## src/rtl/nes_flash_pkg.sv

```systemverilog
// Shared types and constants for the PRG ROM NOR flash read controller.
package nes_flash_pkg;

  typedef enum logic [1:0] {
    ST_INIT,
    ST_IDLE,
    ST_ACCESS,
    ST_DONE
  } fl_state_e;

  localparam int FL_ADDR_W  = 22;
  localparam int LINE_BYTES = 4;
  localparam int LINE_OFF_W = $clog2(LINE_BYTES);
  localparam int TAG_W      = FL_ADDR_W - LINE_OFF_W;

  localparam logic [7:0] OOR_DATA = 8'hFF;

endpackage

```

## src/rtl/nes_flash_linebuf.sv

```systemverilog
// One-entry, 4-byte aligned line buffer: tag/valid, byte storage, hit compare.
module nes_flash_linebuf
  import nes_flash_pkg::*;
(
  input  logic                  i_clk,
  input  logic                  i_rst,
  input  logic                  i_inval,
  input  logic [TAG_W-1:0]      i_lookup_tag,
  output logic                  o_hit,
  input  logic [LINE_OFF_W-1:0] i_rd_idx,
  output logic [7:0]            o_rd_data,
  input  logic                  i_wr_en,
  input  logic [LINE_OFF_W-1:0] i_wr_idx,
  input  logic [7:0]            i_wr_data,
  input  logic                  i_fill_done,
  input  logic [TAG_W-1:0]      i_fill_tag
);

  logic [7:0]       mem_q [LINE_BYTES];
  logic [TAG_W-1:0] tag_q;
  logic             valid_q;

  // Valid only rises once every byte of the line has been written.
  always_ff @(posedge i_clk) begin
    if (i_rst || i_inval) begin
      valid_q <= 1'b0;
    end else if (i_fill_done) begin
      valid_q <= 1'b1;
      tag_q   <= i_fill_tag;
    end
  end

  always_ff @(posedge i_clk) begin
    if (i_wr_en) mem_q[i_wr_idx] <= i_wr_data;
  end

  assign o_hit     = valid_q && (tag_q == i_lookup_tag);
  assign o_rd_data = mem_q[i_rd_idx];

endmodule

```

## src/rtl/nes_flash_rd.sv

```systemverilog
// Read-only NOR flash controller for PRG ROM: timed CE#/OE# byte reads, flash reset sequencing.
// Optional line buffer compiled in with `define NES_FLASH_LINEBUF_EN.
module nes_flash_rd
  import nes_flash_pkg::*;
#(
  parameter int WAIT_CYC = 7,
  parameter int RST_CYC  = 16
) (
  input  logic                 i_clk,
  input  logic                 i_rst,
  input  logic                 i_req,
  input  logic [22:0]          i_addr,
  output logic                 o_ack,
  output logic [7:0]           o_rdata,
  output logic                 o_busy,
  output logic [FL_ADDR_W-1:0] o_fl_addr,
  input  logic [7:0]           i_fl_dq,
  output logic                 o_fl_ce_n,
  output logic                 o_fl_oe_n,
  output logic                 o_fl_we_n,
  output logic                 o_fl_rst_n
);

  localparam int WCNT_W = (WAIT_CYC > 1) ? $clog2(WAIT_CYC) : 1;
  localparam int RCNT_W = (RST_CYC > 1) ? $clog2(RST_CYC) : 1;

  fl_state_e            state_q, state_d;
  logic [WCNT_W-1:0]    wcnt_q;
  logic [RCNT_W-1:0]    rcnt_q;
  logic [7:0]           rdata_q;
  logic [FL_ADDR_W-1:0] fl_addr_q;
  logic                 ack_q, busy_q, ce_n_q, oe_n_q, rst_n_q;
  logic                 wait_last, last_byte, oor, hit;

`ifdef NES_FLASH_LINEBUF_EN
  logic [LINE_OFF_W-1:0] bidx_q, off_q, lb_rd_idx;
  logic [7:0]            lb_rd_data, fill_byte;
  logic                  lb_wr, lb_inval;

  assign last_byte = (bidx_q == LINE_OFF_W'(LINE_BYTES - 1));
  assign lb_rd_idx = (state_q == ST_IDLE) ? i_addr[LINE_OFF_W-1:0] : off_q;
  assign lb_wr     = (state_q == ST_ACCESS) && wait_last && !i_rst;
  assign lb_inval  = (state_q == ST_IDLE) && i_req && !oor && !hit;
  // The final byte is written on the same edge it is returned, so bypass the storage for it.
  assign fill_byte = (off_q == bidx_q) ? i_fl_dq : lb_rd_data;

  nes_flash_linebuf u_linebuf (
    .i_clk        (i_clk),
    .i_rst        (i_rst),
    .i_inval      (lb_inval),
    .i_lookup_tag (i_addr[FL_ADDR_W-1:LINE_OFF_W]),
    .o_hit        (hit),
    .i_rd_idx     (lb_rd_idx),
    .o_rd_data    (lb_rd_data),
    .i_wr_en      (lb_wr),
    .i_wr_idx     (bidx_q),
    .i_wr_data    (i_fl_dq),
    .i_fill_done  (lb_wr && last_byte),
    .i_fill_tag   (fl_addr_q[FL_ADDR_W-1:LINE_OFF_W])
  );
`else
  assign last_byte = 1'b1;
  assign hit       = 1'b0;
`endif

  assign oor       = i_addr[22];
  assign wait_last = (wcnt_q == WCNT_W'(WAIT_CYC - 1));

  always_comb begin
    state_d = state_q;
    case (state_q)
      ST_INIT:   if (rcnt_q == RCNT_W'(RST_CYC - 1)) state_d = ST_IDLE;
      ST_IDLE:   if (i_req) state_d = (oor || hit) ? ST_DONE : ST_ACCESS;
      ST_ACCESS: if (wait_last && last_byte) state_d = ST_DONE;
      ST_DONE:   state_d = ST_IDLE;
      default:   state_d = ST_INIT;
    endcase
    if (i_rst) state_d = ST_INIT;
  end

  always_ff @(posedge i_clk) begin
    state_q <= state_d;
  end

  // Pin and status outputs are registered from the next state so they switch with the state.
  always_ff @(posedge i_clk) begin
    if (i_rst) begin
      rcnt_q    <= '0;
      wcnt_q    <= '0;
      rdata_q   <= '0;
      fl_addr_q <= '0;
      ack_q     <= 1'b0;
      busy_q    <= 1'b1;
      ce_n_q    <= 1'b1;
      oe_n_q    <= 1'b1;
      rst_n_q   <= 1'b0;
`ifdef NES_FLASH_LINEBUF_EN
      bidx_q    <= '0;
      off_q     <= '0;
`endif
    end else begin
      ack_q   <= (state_d == ST_DONE);
      busy_q  <= (state_d != ST_IDLE);
      ce_n_q  <= (state_d != ST_ACCESS);
      oe_n_q  <= (state_d != ST_ACCESS);
      rst_n_q <= (state_d != ST_INIT);
      case (state_q)
        ST_INIT: rcnt_q <= rcnt_q + 1'b1;
        ST_IDLE: begin
          if (i_req) begin
            wcnt_q <= '0;
            if (oor) begin
              rdata_q <= OOR_DATA;
`ifdef NES_FLASH_LINEBUF_EN
            end else if (hit) begin
              rdata_q <= lb_rd_data;
            end else begin
              fl_addr_q <= {i_addr[FL_ADDR_W-1:LINE_OFF_W], {LINE_OFF_W{1'b0}}};
              off_q     <= i_addr[LINE_OFF_W-1:0];
              bidx_q    <= '0;
`else
            end else begin
              fl_addr_q <= i_addr[FL_ADDR_W-1:0];
`endif
            end
          end
        end
        ST_ACCESS: begin
          if (wait_last) begin
            wcnt_q <= '0;
`ifdef NES_FLASH_LINEBUF_EN
            if (last_byte) begin
              rdata_q <= fill_byte;
            end else begin
              bidx_q    <= bidx_q + 1'b1;
              fl_addr_q <= fl_addr_q + 1'b1;
            end
`else
            rdata_q <= i_fl_dq;
`endif
          end else begin
            wcnt_q <= wcnt_q + 1'b1;
          end
        end
        default: ;
      endcase
    end
  end

  assign o_ack      = ack_q;
  assign o_rdata    = rdata_q;
  assign o_busy     = busy_q;
  assign o_fl_addr  = fl_addr_q;
  assign o_fl_ce_n  = ce_n_q;
  assign o_fl_oe_n  = oe_n_q;
  assign o_fl_we_n  = 1'b1;
  assign o_fl_rst_n = rst_n_q;

endmodule

```

## config.mk

```make
export PLATFORM = sky130hd
export DESIGN_NAME = nes_flash_rd
export DESIGN_NICKNAME = d
export VERILOG_FILES = /design/src/rtl/nes_flash_pkg.sv /design/src/rtl/nes_flash_linebuf.sv /design/src/rtl/nes_flash_rd.sv
export SDC_FILE = /design/constraint.sdc
export NUM_CORES = 1
export LEC_CHECK = 0
export CORE_MARGIN = 5
export CORE_UTILIZATION = 45
export CTS_CLUSTER_SIZE = 24
export DETAILED_ROUTE_END_ITERATION = 6
export GPL_TIMING_DRIVEN = 1
export PLACE_DENSITY = 0.84
export SKIP_LAST_GASP = 1
export SYNTH_ARGS = -nofsm -noshare
export SYNTH_HDL_FRONTEND = slang
export SYNTH_SLANG_ARGS = --single-unit
```

## constraint.sdc

```tcl
create_clock -name i_clk -period 3.3 [get_ports i_clk]
set_input_delay 0.66 -clock i_clk [delete_from_list [all_inputs] [get_ports i_clk]]
set_output_delay 0.66 -clock i_clk [all_outputs]
set_load 0.02 [all_outputs]
```

# == Word-level counts from Yosys, hierarchy flattened ==
# Index checks and enable logic that the tools add are counted.
# totals
regBits,43
in_bits,34
out_inout_bits,36
wordCells,42
# op_classes
n_addsub,2
eq_ne,11
mux,13
bitwise_logic,1
reduce_logical,6
# op_table
op,count
2-to-1 mux 8 bit,3
case mux 8 bit (2 select lines),1
2-to-1 mux 2 bit,4
!= test 2 bit (second input constant),4
case mux 2 bit (4 select lines),1
equality test 2 bit (second input constant),3
2-to-1 mux 3 bit,2
case mux 3 bit (2 select lines),1
adder 4 x 1 -> 4 bit (second input constant),1
equality test 4 bit (second input constant),1
AND reduction 4 bit,1
nonzero test 2 bit,2
adder 3 x 1 -> 3 bit (second input constant),1
equality test 3 bit (second input constant),1
AND reduction 3 bit,1
equality test 2 x 1 -> 1 bit (second input constant),1
zero test 2 bit,1
!= test 2 x 1 -> 1 bit (second input constant),1
AND reduction 2 bit,1
2-to-1 mux 1 bit,1
inverter 1 bit,1

# == Logic depth before layout (Yosys ltp) ==
# depth
ltp_word,5
ltp_mapped,5
depth_no_buf,4

# == Worst setup path after synthesis ==
# No wires, ideal clock.
# synth_path
path_type,input to register
from,input i_addr[22]
to,"register fl_addr_q[17], in the netlist o_fl_addr[17]"
setup_ps,70
arrival_ps,1295
required_time_ps,3230
slack_ps,1935
stages,4
path_buffers,1
path_cell_list,and4bb_2 > buf_2 > nand2_1 > a21oi_1
# synth_between
elab_chain_cells,2
# synth_rtl
item,line_no,source
start: declaration,nes_flash_rd.sv:12,"input logic [22:0] i_addr,"
inverter 1 bit (no line),-,
AND reduction 3 bit (no line),-,
end signal: assignment,nes_flash_rd.sv:123,fl_addr_q <= i_addr[FL_ADDR_W-1:0];
end: declaration,nes_flash_rd.sv:31,logic [FL_ADDR_W-1:0] fl_addr_q;
# No other way between the ends.
# A chain may end at the register's enable or synchronous reset.

# == Final worst setup path ==
# layout_path
from,input i_addr[22]
to,"register fl_addr_q[0], in the netlist o_fl_addr[0]"
# Same word-level chain as after synthesis.

==> impl_metrics.csv <==
group,metric,value,unit
outcome,status,"completed",
cells_and_area,nets,289,
critical_path,crit_type,"input pin to flip-flop",
sta,period_needed,2.01,ns
min_path,hp-class,"flip-flop to flip-flop",
synthesis,synth_top_area_share,0.522,
critical_path,end_kind,"flip-flop",
clocking,clkSinkCount,43,
synthesis,ys_seq_area_frac,0.522,
synthesis,ys_ff_latch,43,
synthesis,ys_top_cells_by_area,"dfxtp_1, nand2_1, a21oi_1",
synthesis,synth_async_sr_flop_share,0,
sta,setup_violations,0,
clocking,cts_tree,"built",
synthesis,syn-instance-count,192,
drt,drc_errors,0,
cells_and_area,drive_gt1_frac,0.0510,
sta,tightest_slew,0.689,ns
critical_path,reg2reg_depth,4,
synthesis,synth_top_family_by_area,"simple AND/OR/NAND/NOR gates",
min_path,hold_depth,2,
synthesis,synth.distinct_cells,32,
die,die_area,0.00497,mm^2
sta,relSlewSlack,0.539,
cells_and_area,utilization,0.664,
cells_and_area,layout_commonest_cell,"clkdlybuf4s50_1",
drt,first_pass_iters,4,
drt,postRouteAntennaNets,0,
global_routing,grtUsageTotal,0.160,
drt,vias_per_cell,5.01,
global_routing,grt.overflow.total,0,
flow_run,drv_cap,0,
critical_path,crit_end,"o_fl_addr[0]$_SDFFE_PP0P_",
clocking,cts_buffers,5,
synthesis,synthFlopType,"dfxtp_1",
critical_path,critPathRequiredTime,3.44,ns
critical_path,cp_max_fo,13,
place,io_buffers,68,
clocking,cts-root-buf,"clkbuf_8",
synthesis,yosysTopAreaCell,"dfxtp_1",
place,dpl.hpwl,2.80,mm
synthesis,synth-simple-area-share,0.243,
synthesis,avgSynthCellArea,8.58,um^2
die,io_pins,70,
sta,hold_violations,0,
drt,num_vias,1518,
place,gp_congestion,0.738,
die,die_w,70.5,um
die,row_count,22,
synthesis,synthAdderAreaFrac,0.00759,
clocking,postCtsSetupBuffers,0,
die,dieHeight,70.5,um
clocking,ctsHoldBuffers,0,
pwr,irDropWorstVdd,0.000231,V
synthesis,synth_xor_area_frac,0.0106,
die,start_util,0.457,
critical_path,r2r-start,"state_q[0]$_DFF_P_",
sta,final.setup.tns,0,ns
critical_path,crit_arrival,2.15,ns
critical_path,regToRegSetupSlack,1.66,ns
drt,wl_per_cell,12.6,um
clocking,insertion_delay,0.29,ns
sta,skew,0.00390,ns
clocking,htreeDepth,2,
synthesis,yosys_warnings,0,
global_routing,first_global_vias,1446,
clocking,cts_resized,0,
cells_and_area,insertedDiodeCount,0,
critical_path,crit_start,"i_addr[22]",
global_routing,grt_pass1_wl,6.49,mm
drt,routed_wl,3.83,mm
clocking,clockBufferDepth,2,
global_routing,grt_max_degree,23,
sta,rsz0062_at_grt,"false",
synthesis,synth_mux_area_frac,0.00683,
cells_and_area,most-common-layout-cells,"clkdlybuf4s50_1, nand2_1, dfxtp_1",
critical_path,worstSetupStartpointType,"input pin",
synthesis,synth_edf_count,0,
critical_path,worstReg2RegEnd,"o_fl_addr[0]$_SDFFE_PP0P_",
cells_and_area,fillers,300,
synthesis,netlist_area,0.00165,mm^2
sta,drv_slew,0,
synthesis,synth_fp_nets,227,
drt,drt_iter0_markers,74,
pwr,power_density,373,mW/mm^2
sta,fmax,499,MHz
die,coreArea,0.00361,mm^2
pwr,p_leak,0.827,nW
global_routing,grt_antenna_before_repair,0,
clocking,path_clk_slew,0.08,ns
cells_and_area,area_growth_syn_to_layout,45.4,%
synthesis,synth_compound_area_frac,0.149,
sta,timing.final.crit_share,0.608,
-- cells by family after synthesis --
kind of cell	count (synthesis)
simple gates	87
buf+inv	16
flops	43
mux	1
xor+xnor	2
compound gates	41
fa+ha+maj	1
other cells	1
-- worst min-delay path by stage --
stage | endpoint | from | slack (ns)
finish | o_fl_addr[2]$_SDFFE_PP0P_ | o_fl_addr[2]$_SDFFE_PP0P_ | 0.46
global route | o_fl_addr[3]$_SDFFE_PP0P_ | o_fl_addr[3]$_SDFFE_PP0P_ | 0.48
CTS | o_fl_addr[11]$_SDFFE_PP0P_ | o_fl_addr[11]$_SDFFE_PP0P_ | 0.46
detailed placement | o_fl_addr[11]$_SDFFE_PP0P_ | o_fl_addr[11]$_SDFFE_PP0P_ | 0.45
global placement | o_fl_addr[14]$_SDFFE_PP0P_ | o_fl_addr[14]$_SDFFE_PP0P_ | 0.44
floorplan | wcnt_q[2]$_SDFFE_PP0P_ | wcnt_q[2]$_SDFFE_PP0P_ | 0.47
-- cells in the mapped netlist, types with 2 or more instances --
| cell type | n |
|---|---|
| buf_4 | 4 |
| buf_6 | 2 |
| nand2_1 | 48 |
| nor2_1 | 20 |
| a21oi_1 | 28 |
| xnor2_1 | 2 |
| a221oi_1 | 8 |
| buf_2 | 5 |
| clkbuf_1 | 5 |
| nand3_1 | 3 |
| o21ai_0 | 2 |
| dfxtp_1 | 43 |
| nand3b_1 | 2 |
| nor2b_1 | 2 |
-- area by class of cell --
class                           count  area, um^2  share of cell area
Sequential cell                    43         861               0.359
Timing Repair Buffer               71         703               0.293
Clock inverter                      1        5.00             0.00209
Clock buffer                        7        76.3              0.0319
Tap cell                           48        60.1              0.0251
Multi-Input combinational cell    133         691               0.288
-- registers in the layout, summed over array words and instances (netlist names) --
signal      flops
rcnt_q          4
o_fl_rst_n      1
o_fl_addr      22
o_ack           1
state_q         2
o_fl_oe_n       1
o_busy          1
wcnt_q          3
o_rdata         8
-- stage by stage --
step                      hold WS (ns)  setup slack, ns  cell area [um^2]  total power [mW]  std cells
final                            0.455             1.29              2400             0.895        303
after global routing             0.477             1.14              2400             0.927        303
after global placement           0.441            0.983              2310             0.595        295
after floorplan                  0.469             1.93              1650             0.552        192
after CTS                        0.456             1.28              2400             0.903        303
after detailed placement         0.446            0.969              2310             0.596        295
-- where the power goes --
part | switching, mW | internal, mW | leakage, nW | total, mW
sequential | 0.00298 | 0.522 | 0.347 | 0.525
clock | 0.163 | 0.148 | 0.0422 | 0.312
combinational | 0.0179 | 0.0404 | 0.438 | 0.0583
-- worst max-delay path, cell delays in order --
cell             delay [ns]
clkdlybuf4s50_1        0.43
nand4bb_1              0.54
buf_4                  0.37
nand2_1                0.08
a21oi_1                0.06
-- metal layers --
layer  routed length (um)  part of all wire  global-route usage  vias up
li1                     -                 -                   -      768
met1                 1640              0.43               0.186      709
met2                 1890              0.50               0.274       39
met3                  254             0.066              0.0475        2
met4                   35            0.0092              0.0638        0
met5                    0                 0                   0        -
Power figures use the tool's default switching activity.
